===== src/rtl/instr_fetch_aligner.sv =====
// Fetch stage in front of a combinational-read instruction memory.
// Produces one aligned RV32IC instruction per decode handshake. A 16-bit
// hold buffer carries the upper halfword of the last fetched word, so
// compressed instructions and 32-bit instructions that straddle a word
// boundary both come out without stalling.
//
//  state   | meaning
//  --------+-----------------------------------------------------------
//  S_EMPTY | hold buffer unused; instruction starts in the current word
//          | (pc[1]=1 here means one bubble to load the upper halfword)
//  S_HOLD  | hold buffer holds the halfword at pc; the current word
//          | supplies the upper half of a 32-bit instruction if needed
module instr_fetch_aligner #(
   parameter int                ADDR_W   = 6,
   parameter logic [ADDR_W+1:0] RESET_PC = '0
) (
   input  logic              clk,
   input  logic              rst,
   output logic [ADDR_W-1:0] imem_addr,
   input  logic [31:0]       imem_data,
   input  logic              redirect_valid,
   input  logic [ADDR_W+1:0] redirect_pc,
   output logic              out_valid,
   input  logic              out_ready,
   output logic [31:0]       out_instr,
   output logic [ADDR_W+1:0] out_pc,
   output logic              out_is_compressed
);

   localparam int PW = ADDR_W + 2;

   typedef enum logic {
      S_EMPTY = 1'b0,
      S_HOLD  = 1'b1
   } state_t;

   state_t              state_q, state_d;
   logic [PW-1:0]       pc_q, pc_d;
   logic [ADDR_W-1:0]   fetch_word_q, fetch_word_d;
   logic [15:0]         hold_q, hold_d;

   logic                lo_is_c;
   logic                hold_is_c;
   logic                handshake;

   assign lo_is_c   = (imem_data[1:0] != 2'b11);
   assign hold_is_c = (hold_q[1:0] != 2'b11);
   assign handshake = out_valid & out_ready;

   assign imem_addr = fetch_word_q;
   assign out_pc    = pc_q;

   // State register with synchronous active-low reset.
   always_ff @(posedge clk) begin
      if (!rst) begin
         state_q      <= S_EMPTY;
         pc_q         <= RESET_PC;
         fetch_word_q <= RESET_PC[PW-1:2];
         hold_q       <= 16'h0;
      end else begin
         state_q      <= state_d;
         pc_q         <= pc_d;
         fetch_word_q <= fetch_word_d;
         hold_q       <= hold_d;
      end
   end

   // Next-state: redirect wins, otherwise advance only on a handshake
   // (or unconditionally when priming the hold buffer for an odd pc).
   always_comb begin
      state_d      = state_q;
      pc_d         = pc_q;
      fetch_word_d = fetch_word_q;
      hold_d       = hold_q;
      if (redirect_valid) begin
         pc_d         = {redirect_pc[PW-1:1], 1'b0};
         fetch_word_d = redirect_pc[PW-1:2];
         state_d      = S_EMPTY;
      end else begin
         case (state_q)
            S_EMPTY: begin
               if (pc_q[1]) begin
                  hold_d       = imem_data[31:16];
                  fetch_word_d = fetch_word_q + ADDR_W'(1);
                  state_d      = S_HOLD;
               end else if (handshake) begin
                  fetch_word_d = fetch_word_q + ADDR_W'(1);
                  if (lo_is_c) begin
                     pc_d    = pc_q + PW'(2);
                     hold_d  = imem_data[31:16];
                     state_d = S_HOLD;
                  end else begin
                     pc_d    = pc_q + PW'(4);
                  end
               end
            end
            S_HOLD: begin
               if (handshake) begin
                  if (hold_is_c) begin
                     pc_d    = pc_q + PW'(2);
                     state_d = S_EMPTY;
                  end else begin
                     pc_d         = pc_q + PW'(4);
                     hold_d       = imem_data[31:16];
                     fetch_word_d = fetch_word_q + ADDR_W'(1);
                  end
               end
            end
            default: state_d = S_EMPTY;
         endcase
      end
   end

   // Output decode; nothing is offered during reset or a redirect cycle.
   always_comb begin
      out_valid         = 1'b0;
      out_instr         = 32'h0;
      out_is_compressed = 1'b0;
      if (rst && !redirect_valid) begin
         case (state_q)
            S_EMPTY: begin
               if (!pc_q[1]) begin
                  out_valid         = 1'b1;
                  out_instr         = lo_is_c ? {16'h0, imem_data[15:0]} : imem_data;
                  out_is_compressed = lo_is_c;
               end
            end
            S_HOLD: begin
               out_valid         = 1'b1;
               out_instr         = hold_is_c ? {16'h0, hold_q} : {imem_data[15:0], hold_q};
               out_is_compressed = hold_is_c;
            end
            default: out_valid = 1'b0;
         endcase
      end
   end

endmodule


===== config.mk =====
export PLATFORM = sky130hd
export DESIGN_NAME = instr_fetch_aligner
export DESIGN_NICKNAME = d
export VERILOG_FILES = /design/src/rtl/instr_fetch_aligner.sv
export SDC_FILE = /design/constraint.sdc
export NUM_CORES = 1
export LEC_CHECK = 0
export ABC_AREA = 1
export CAP_MARGIN = 15
export CORE_ASPECT_RATIO = 0.75
export CORE_UTILIZATION = 40
export DETAILED_ROUTE_END_ITERATION = 7
export PLACE_DENSITY = 0.86
export SYNTH_ARGS = -nofsm -noshare
export SYNTH_HDL_FRONTEND = slang
export SYNTH_SLANG_ARGS = --single-unit

===== constraint.sdc =====
create_clock -name clk -period 2.22 [get_ports clk]
set_input_delay 0.444 -clock clk [delete_from_list [all_inputs] [get_ports clk]]
set_output_delay 0.444 -clock clk [all_outputs]
set_load 0.01 [all_outputs]

==> summary.md <==
| Metric | Value |
|---|---|
| Port bufs | 90 |
| WL final | 7.497 mm |
| Fraction of power spent switching nets | 0.3307 |
| Unrepaired setup endpoints after global routing | false |
| Layout area overhead | 51.72% |
| Worst Tran Pin Value | 428.7 ps |
| Die width | 89.29 um |
| Sink Count | 31 |
| First drt pass iteration count | 5 |
| Via count | 2880 |
| Layout cells sized above 1 | 0.1308 |
| Seq/Total Area, Yosys | 0.2715 |
| DR iter-0 viols | 212 |
| Max-slew violation count | 0 |
| Worst reg2reg path depth | 10 |
| Worst Setup End Kind | primary output |
| Logic pwr share | 0.342 |
| Fin util | 0.6411 |
| Largest net degree at the start of global routing | 44 |
| Clk_lat worst skew | 280 ps |
| Max-cap viol count | 0 |
| Reg area | 621.8 um2 |
| Max Root-Sink Buffers | 2 |
| DP HPWL | roughly 5.5 mm |
| Core area | 5410 um2 |
| Register bit total from synthesis | 31 |
| Pwr/cell area | 470.9 nW/um2 |
| Area occupied by multi-input gates | ~1500 um2 |
| Clk slew on worst S/H paths | 70 ps |
| Final worst slack | 70.52 ps |
| Die ar. | 6024 um2 |
| Fin cells | approximately 570 |
| Synthesized area per cell | 5.892 um2 |
| Leak Pwr | 0.001571 uW |
| Worst hold path depth | 2 |
| R2r setup slk | 540 ps |
| Top-level port count | 92 |
| Worst EP arrival | approximately 1700 ps |
| Vias in the first global route | 2693 |
| Clock share of power | 0.261 |
| Initial antenna violation count | 0 |
| GR Overflow Total | 0 |
| Sequential Power Share | 0.398 |
| Gr usage total | 0.2619 |
| Final GP Congestion | 0.9236 |
| Met3 Use GR | 0.05623 |
| Hold crit path type | reg2reg |
| GR peak layer | met2 |
| GRT met1 Usage | 0.3452 |
| Max VDD drop | approximately 0.00023 V |
| Tcrit/Tclk final | 0.9682 |
| Final setup fails | 0 |
| Inserted Diodes | 0 |
| Synthesized instance count | 388 |
| Clock skew | 9.477 ps |
| Net count, final | 543 |
| Synth unique cells | 28 |
| DRC | 0 |
| Max Clock Freq | 465.2 MHz |
| Net switching power | 540.1 uW |
| Die H | just under 70 um |
| Cell-internal power | between 1000 and 1500 uW |
| Required @ worst endpoint | 1780 ps |
| Slew headroom | 0.7142 |
| WS Path Type | in2out |
| Routed Antenna Nets | 0 |
| Syn nets | 435 |
| Fin crit period | 2149 ps |
| Ys Warns | 0 |
| Effective utilization at floorplan | 0.4225 |
| Startpoint Class | input pin |
| GR Layer Usage met2 | 0.4380 |
| Cts bufs inserted | 5 |
| CTS tree | built |
| CP max FO | 25 |
| Finished layout cell area | 3468 um2 |
| DR WL/cell | 13.11 um |
| Pre-CTS WS | -419.7 ps |
| Vias per std cell | roughly 5.0 |
| Final Hold Viols | 0 |
| Placed instance count | 558 |
| Rows | 23 |
| CTS H-Tree Depth | 2 |
| Post-DP Area | 3386 um2 |
| Clock root buffer | clkbuf_8 |
| First-pass GRT wire length | around 12 mm |
| Outcome | finished clean |
| Synthesized cell area | between 2000 and 2500 um2 |
| Setup_tns | 0 ps |
| Filler cell count in the final layout | 531 |
-- registers in the layout (all words and copies together), names as in the netlist, named ones only --
register,cells
hold_q,16
out_pc,7
imem_addr,6
state_q,1
-- cell usage after synthesis, drive strengths merged --
master  number  area, um2
nand4        5      31.28
dfxtp       31      620.6
o21ai       15      86.34
nand2      142      543.0
clkbuf       8      30.03
buf         12      77.57
nand3       15      87.59
o211ai       2      15.01
inv         21      78.82
nand3b      16      120.1
or2          3      18.77
nor2        51      201.5
nor3         1      10.01
xnor2        3      26.28
a31oi        2      12.51
a21oi       57      285.3
ha           3      37.54
clkinv       1      3.750
-- placed cells by master, fill, tap and decap left out, types with 5 or more instances in the layout --
cell             synthesis  final
nand3_1                 14     14
nand2_1                140    138
nand3b_1                16     16
inv_1                   17     17
dfxtp_1                 31     30
a21oi_1                 57     56
dlygate4sd2_1            0     28
o21ai_0                 14     14
buf_4                    1     27
clkdlybuf4s50_1          0     54
nor2_1                  49     48
nand4_1                  5      5
inv_2                    4      5
clkbuf_2                 0      5
clkbuf_8                 0      5
-- critical path: stages --
cell             delay (ps)
clkdlybuf4s50_1         480
inv_2                   110
nand2_4                  70
buf_12                  160
a21oi_1                 130
dlygate4sd2_1           300
-- cell type report --
class                   count  share of cell area
clock buffers               7             0.02201
clock inverters             1            0.001443
inverters                  22             0.02381
multi-input cells         315              0.4318
flip-flops and latches     31              0.1793
well taps                  75             0.02706
repair buffers            121              0.3146
-- metal layers --
metal,vias to the layer above,wire [um]
li1,1481,-
met5,-,0
met4,0,60
met2,106,3507
met3,6,516
met1,1287,3413
-- power groups by stage --
| stage | sequential [uW] | combinational [uW] | clock (uW) |
|---|---|---|---|
| floorplan | 659 | 291 | 0 |
| global placement | 658 | 538 | 0 |
| detailed placement | 659 | 552 | 0 |
| CTS | 648 | 552 | 432 |
| global route | 657 | 613 | 460 |
| finish | 650 | 558 | 426 |
-- cell families after synthesis --
family          after synthesis  synth area share
compound gates               76            0.1746
xor+xnor                      3           0.01150
fa+ha+maj                     3           0.01642
buf+inv                      42           0.08319
flops                        31            0.2715
simple gates                233            0.4428
-- path summary, 6_finish.rpt --
kind / startpoint / endpoint
setup / recovery: redirect_valid / out_instr[7]
hold / removal: register / register
setup reg to reg: state_q / hold_q[3]
hold reg to reg: register / register
-- what timing repair did --
action / 4_1_cts / 5_1_grt
hold buffers: 0 / 0
cloned: 1 / 0
gates resized for setup: 51 / 15
pin swaps: 2 / 1
setup buffers: 5 / 0
setup endpoints to repair: 34 / 32
-- per-stage QoR --
step           hold slack [ps]  total power, uW
5_1_grt                  451.1             1730
3_5_place_dp             418.9             1211
6_report                 427.5             1633
2_1_floorplan            451.4            949.4
3_3_place_gp             418.3             1196
4_1_cts                  429.1             1631
(Power assumes the default switching activity.)
